--- src/rtl/multimode_store.sv ---
// Single-port storage engine: FIFO, LIFO or overwrite ring buffer, mode chosen at run time.
// A change of mode flushes the contents on the edge where the new mode is first seen.
module multimode_store #(
  parameter int DATA_W   = 8,
  parameter int DEPTH    = 16,
  parameter int AF_LEVEL = DEPTH - 2,
  parameter int AE_LEVEL = 2
) (
  input  logic                         clk,
  input  logic                         reset,
  input  logic [1:0]                   mode,
  input  logic                         enable,
  input  logic [DATA_W-1:0]            din,
  input  logic                         push,
  input  logic                         pop,
  output logic [DATA_W-1:0]            dout,
  output logic                         dout_valid,
  output logic [$clog2(DEPTH+1)-1:0]   count,
  output logic                         empty,
  output logic                         full,
  output logic                         almost_empty,
  output logic                         almost_full,
  output logic                         overflow,
  output logic                         underflow
);

  localparam int CNT_W = $clog2(DEPTH + 1);
  localparam int PTR_W = $clog2(DEPTH);

  localparam logic [1:0] M_FIFO = 2'b00;
  localparam logic [1:0] M_LIFO = 2'b01;
  localparam logic [1:0] M_BUF  = 2'b10;

  logic [DATA_W-1:0] mem [DEPTH];
  logic [PTR_W-1:0]  wr_ptr, rd_ptr, wr_ptr_n, rd_ptr_n;
  logic [PTR_W-1:0]  wr_idx, rd_idx, top_idx, push_idx;
  logic [CNT_W-1:0]  count_n;
  logic [1:0]        mode_q;
  logic              do_wr, do_rd, ovf_n, udf_n, overwrite;

  assign empty        = (count == '0);
  assign full         = (count == CNT_W'(DEPTH));
  assign almost_empty = (count <= CNT_W'(AE_LEVEL));
  assign almost_full  = (count >= CNT_W'(AF_LEVEL));

  // Stack indices: truncation makes count==DEPTH map its top to DEPTH-1.
  assign push_idx = count[PTR_W-1:0];
  assign top_idx  = count[PTR_W-1:0] - PTR_W'(1);

  always_comb begin
    do_wr     = 1'b0;
    do_rd     = 1'b0;
    overwrite = 1'b0;
    ovf_n     = 1'b0;
    udf_n     = 1'b0;
    wr_idx    = wr_ptr;
    rd_idx    = rd_ptr;
    wr_ptr_n  = wr_ptr;
    rd_ptr_n  = rd_ptr;
    count_n   = count;
    if (mode != mode_q) begin
      wr_ptr_n = '0;
      rd_ptr_n = '0;
      count_n  = '0;
    end else if (enable) begin
      case (mode)
        M_FIFO, M_BUF: begin
          udf_n = pop && empty;
          do_rd = pop && !empty;
          if (push) begin
            if (!full || do_rd) begin
              do_wr = 1'b1;
            end else if (mode == M_BUF) begin
              do_wr     = 1'b1;
              overwrite = 1'b1;
            end else begin
              ovf_n = 1'b1;
            end
          end
          if (do_wr) wr_ptr_n = wr_ptr + PTR_W'(1);
          if (do_rd || overwrite) rd_ptr_n = rd_ptr + PTR_W'(1);
          if (do_wr && !do_rd && !overwrite) count_n = count + CNT_W'(1);
          else if (do_rd && !do_wr) count_n = count - CNT_W'(1);
        end
        M_LIFO: begin
          udf_n = pop && empty;
          if (pop && !empty) begin
            do_rd  = 1'b1;
            rd_idx = top_idx;
            if (push) begin
              // Replace the top in place: old top goes out, din becomes the new top.
              do_wr  = 1'b1;
              wr_idx = top_idx;
            end else begin
              count_n = count - CNT_W'(1);
            end
          end else if (push) begin
            if (!full) begin
              do_wr   = 1'b1;
              wr_idx  = push_idx;
              count_n = count + CNT_W'(1);
            end else begin
              ovf_n = 1'b1;
            end
          end
        end
        default: ;
      endcase
    end
  end

  always_ff @(posedge clk) begin
    if (reset) begin
      count      <= '0;
      wr_ptr     <= '0;
      rd_ptr     <= '0;
      dout       <= '0;
      dout_valid <= 1'b0;
      overflow   <= 1'b0;
      underflow  <= 1'b0;
      mode_q     <= mode;
    end else begin
      count      <= count_n;
      wr_ptr     <= wr_ptr_n;
      rd_ptr     <= rd_ptr_n;
      mode_q     <= mode;
      dout_valid <= do_rd;
      overflow   <= ovf_n;
      underflow  <= udf_n;
      if (do_rd) dout <= mem[rd_idx];
    end
  end

  always_ff @(posedge clk) begin
    if (!reset && do_wr) mem[wr_idx] <= din;
  end

endmodule

--- config.mk ---
export PLATFORM = sky130hd
export DESIGN_NAME = multimode_store
export DESIGN_NICKNAME = d
export VERILOG_FILES = /design/src/rtl/multimode_store.sv
export SDC_FILE = /design/constraint.sdc
export NUM_CORES = 1
export LEC_CHECK = 0
export CORE_ASPECT_RATIO = 0.7
export CORE_MARGIN = 2
export CORE_UTILIZATION = 60
export DETAILED_ROUTE_END_ITERATION = 10
export DONT_BUFFER_PORTS = 1
export GPL_TIMING_DRIVEN = 0
export PLACE_DENSITY = 0.8
export SETUP_SLACK_MARGIN = 0.2
export SLEW_MARGIN = 10
export SYNTH_ARGS = -nofsm -noshare
export SYNTH_HDL_FRONTEND = slang
export SYNTH_SLANG_ARGS = --single-unit
--- constraint.sdc ---
create_clock -name clk -period 3.7 [get_ports clk]
set_clock_uncertainty 0.15 [all_clocks]
set_input_delay 0.37 -clock clk [delete_from_list [all_inputs] [get_ports clk]]
set_output_delay 0.37 -clock clk [all_outputs]
set_load 0.02 [all_outputs]
-- After elaboration in Yosys (flattened, before gate mapping)
Memory sizes are Yosys's and may differ from the RTL's. A register that Yosys moved wholly into a read port is not among the register bits.
Index checks and enable logic that the tools add are counted.
W data, S select, Z words.
- logic and storage cells: 99
- memories: 1
- input bits: 15
- flip-flop bits (word level): 18
- RAM bits: 128
- add/sub/neg operators: 5
- eq/ne operators: 8
- bitwise logic cells: 2
- mux-type cells: 49
- $lt $le $gt $ge: 2
- reductions and logical operators: 25
- memories (memory ; words ; width ; read ports ; clocked after memory_dff ; wr ports ; RTL line ; RTL):
    mem ; 16 ; 8 ; 1 ; 1 ; 1 ; 34 ; logic [DATA_W-1:0] mem [DEPTH];
- operators with widths (kind ; count):
    $mux W4 ; 11
    $mux W5 ; 6
    $mux W1 ; 28
    $ne A3 B3 Y1 const B ; 4
    $pmux W5 S2 ; 1
    $add A4 B1 Y4 const B ; 2
    $logic_and A1 B1 Y1 ; 6
    $logic_not A1 Y1 ; 6
    $pmux W1 S2 ; 3
    $reduce_and A3 Y1 ; 2
    $reduce_and A6 Y1 ; 1
    $reduce_or A3 Y1 ; 2
    $add A5 B1 Y5 const B ; 1
    $eq A5 B5 Y1 const B ; 1
    $ge A5 B4 Y1 const B ; 1
    $le A5 B2 Y1 const B ; 1
    $logic_not A5 Y1 ; 1
    $sub A5 B1 Y5 const B ; 1
    $reduce_or A2 Y1 ; 2
    $reduce_or A4 Y1 ; 1
    $sub A4 B1 Y4 const B ; 1
    $eq A2 B1 Y1 const B ; 1
    $eq A2 B2 Y1 const B ; 1
    $logic_not A2 Y1 ; 1
    4 further kinds ; 6

-- Logic depth before layout (Yosys ltp)
- word-level depth: 15
- depth in mapped cells: 12
- depth with buffers taken out: 9

-- Worst setup path after synthesis
OpenSTA, ideal clock, no wires.
- path type: reg-to-reg
- start point: register count[1]
- end point: memory mem[0][0], enable pin
- data required time: 3.180 ns
- cell stages (with the launch flop): 12
- library setup time: 0.370 ns
- data arrival time: 2.751 ns
- clock period less this slack: 3.272 ns
- path buffers: 2
- slack: 0.428 ns
- cells stage by stage: dfxtp_1 -> clkbuf_1 -> inv_1 -> ha_1 -> or4b_1 -> buf_4 -> inv_4 -> o21ai_0 -> or3_1 -> a31oi_1 -> nand2_1 -> nor2_1
- cells in the longest elaborated chain, start to end: 15
- elaborated cells between the ends (all ways): 28
- ends and longest elaborated chain (element ; RTL line ; RTL):
    from (decl) ; 18 ; output logic [$clog2(DEPTH+1)-1:0] count,
    from (signal assigned) ; 123 ; count <= count_n;
    $logic_not A5 Y1 * ; 41 ; assign empty = (count == '0);
    net empty ; 19 ; output logic empty,
    $logic_not A1 Y1 * ; 69, 87 ;
    $logic_and A1 B1 Y1 * ; 69, 87 ;
    $logic_or A1 B1 Y1 ; 71 ; if (!full || do_rd) begin
    $mux W1 ; 71 ;
    $mux W1 ; 70 ; if (push) begin
    $mux W1 ; 66 ; case (mode)
    $mux W1 ; 65 ; end else if (enable) begin
    $mux W1 ; 61 ; if (mode != mode_q) begin
    $pmux W1 S2 ; 66 ;
    $mux W1 ; 65 ;
    $mux W1 ; 61 ;
    $logic_and A1 B1 Y1 ; 135 ; if (!reset && do_wr) mem[wr_idx] <= din;
    $mux W1 ; 135 ;
    $mux W1 (implied by the code) ; 135 ;
    to (decl) ; 34 ;
The timed path passes the listed nets; every way through them passes the cells marked *. The select of a mux whose other input is x is not followed.

-- Final worst setup path
- start point: register count[0]
- end point: register dout[4], read port of mem
- cells in the longest elaborated chain, start to end: 7
- elaborated cells between the ends (all ways): 12
- ends and longest elaborated chain (element ; RTL line ; RTL):
    parallel branches: the longest is 7 deep, another holds $sub A4 B1 Y4 ; n/a ;
    to (decl) ; 16 ; output logic [DATA_W-1:0] dout,
Parallel ways; which one is timed is not known.
A chain may end at the register's enable or synchronous reset.

==> run metrics <==
status=complete, no violations; Final period util=0.959; largest net degree at the start of global routing=17; Power Internal=2990 uW; Syn. warnings=0; sequential share of power=0.490; Core ar.=11,000 sq um; RSZ-0062 raised after global routing=false; fillers=644; via count=4,705; switching power=850 uW; top cells by area, synth=edfxtp_1, dfxtp_1, mux2i_1; crit path DAT=3.65 ns; Detail Route Antenna Nets=0; count of pins over their slew limit=0; first-pass GRT wire length=25,300 um; Post-Syn Area=6780 sq um; Die Y=92.9 um; Initial Util=0.616; Post-synth EDFFs=128; area of the multi-input gates=2360 sq um; vias in the first global route=4,337; Max-slew headroom=0.394; full die area=12,200 sq um; post-route DRC violation count=0; Sw Share=0.221; total track usage=0.300; Pwr Density=473 nW/um^2; non-filler cells, final=692; Synth Flop Type=edfxtp_1; clock buffer depth=2; Synth Register Bits=154; Mean Syn Cell Area=14.2 sq um; worst-skew pair later-pin latency=0.43 ns; min-delay worst type=input pin to flip-flop; maximum VDD drop=0.474 mV; Port Buffer Count=0; CTS buffer count=17; most frequent cells in the layout=edfxtp_1, nor2_1, dfxtp_1, mux2i_1, inv_1; synthesized instance count=478; wire length per cell=25.8 um; Period minus WS final=3.55 ns; Post-DP HPWL=10,400 um; Die X=131 um; Critical Path Start Type=flip-flop; via/cell ratio=6.80; total congestion overflow=0; Logic pwr share=0.030; syn_nets=499; Synth top area share=0.567; Std-Cell Rows=32; Crit Path Max Fanout=7; Pwr Total=3840 uW; area leader, netlist=edfxtp_1; initial antenna violation count=0; Worst-Margin Slew=0.902 ns; proportion of layout cells with a drive suffix above 1=0.232; asr flop ratio synth=0; CTS tree=yes; # Max-Cap Violations=0; Iteration-0 DRC Markers=910; Total Wirelength=17,900 um; I/O Pins=35; Ant. Diodes=0; nets=547; RePlAce Congestion=0.898; worst endpoint required time=3.80 ns; leakage=0.00263 uW; # placed instances=631; area delta synth->final=19.9%; Clk pin slew, worst setup/hold paths=0.06 ns; register area share after synthesis=0.644; clock root cell=clkbuf_16; fmax=0.282 GHz; critical path endpoint category=flip-flop; final hold vios=0; drt pass-1 iters=6; commonest non-fill, non-tap cell in the layout=edfxtp_1; Sink Count=154; clock power share=0.479; Reg area=4370 sq um; critical path class=flip-flop to flip-flop; Finish-stage setup viols=0; CTS H-tree lvls=4; Netlist cell types=61
per-layer routing:
metal  GRT usage  up-vias  part of all wire
met4       0.142        0             0.044
met2       0.450      377              0.46
met5           0        -                 0
met3      0.0716       81              0.11
li1            -     1969                 -
met1       0.415     2278              0.39
metrics by stage:
stage | setup slack, ns | instance area [sq um] | setup TNS [ns] | hold WS, ns | utilization
final | 0.151 | 8130 | 0 | 0.0296 | 0.738
after global routing | 0.152 | 8130 | 0 | 0.0250 | 0.738
after CTS | 0.115 | 7980 | 0 | 0.000374 | 0.725
after detailed placement | -0.304 | 6970 | -30.10 | 0.248 | 0.633
after global placement | -0.224 | 6970 | -19.67 | 0.248 | 0.633
after floorplan | 0.428 | 6780 | 0 | 0.248 | -
timing repair:
action / 4_1_cts / 5_1_grt
buffers inserted: 11 / 7
setup endpoints to repair: 136 / 136
hold endpoints to repair: 131 / 0
cloned: 0 / 0
resized for setup: 43 / 24
hold buffers: 11 / 0
pin swaps: 9 / 6
worst max-delay path: stages (launching register included):
cell        delay, ns
dfxtp_4          0.44
clkinvlp_4       0.17
ha_2             0.22
or4b_4           0.21
buf_6            0.14
nand4_4          0.21
o21ai_4          0.38
buf_6            0.16
buf_12           0.11
mux2_2           0.33
a222oi_1         0.54
a41oi_1          0.28
final timing paths:
path	slack, ns	cells past startpoint	to	startpoint
min reg2reg	0.43	2	wr_ptr[3]$_SDFFE_PP0P_	wr_ptr[3]$_SDFFE_PP0P_
max reg2reg	0.15	11	dout[4]$_SDFFE_PP0P_	count[0]$_SDFFE_PP0P_
min	0.03	2	overflow$_SDFF_PP0_	push
max	0.15	11	dout[4]$_SDFFE_PP0P_	count[0]$_SDFFE_PP0P_
cell families after synthesis:
| logic type | Yosys count | synth area share |
|---|---|---|
| fa+ha+maj | 6 | 0.0111 |
| mux | 58 | 0.107 |
| simple gates | 112 | 0.0842 |
| flops | 154 | 0.644 |
| buf+inv | 44 | 0.0308 |
| xor+xnor | 14 | 0.0181 |
| compound gates | 90 | 0.105 |
power groups by stage:
stage | logic (uW) | clock network [uW] | registers (uW)
after floorplan | 57.4 | 0 | 1920
after global placement | 69.7 | 0 | 1920
after detailed placement | 71.5 | 0 | 1920
after CTS | 107 | 1830 | 1880
after global routing | 123 | 1910 | 1880
final | 117 | 1840 | 1880
cells in the mapped netlist, drive strengths merged, types with 7 or more instances:
| cell | instances |
|---|---|
| clkbuf | 9 |
| mux2 | 28 |
| nor2 | 44 |
| a21oi | 8 |
| o21ai | 12 |
| mux4 | 8 |
| mux2i | 22 |
| a31oi | 7 |
| dfxtp | 26 |
| a222oi | 8 |
| o211ai | 13 |
| nand2 | 19 |
| buf | 11 |
| edfxtp | 128 |
| nand3 | 8 |
| inv | 24 |
| xnor2 | 8 |
cell type report:
type,instances,area share
well taps,153,0.0236
flip-flops and latches,154,0.538
clock buffers,18,0.0528
repair buffers,29,0.0385
clock inverters,14,0.0231
inverters,24,0.0128
plain buffers,20,0.0205
multi-input cells,280,0.291
flip-flops by register name, summed over array words and instances (netlist names):
register	count
mem	128
dout	8
count	5
rd_ptr	4
wr_ptr	4
mode_q	2
dout_valid	1
overflow	1
underflow	1
Note: power is estimated with default switching activity, not from simulation.
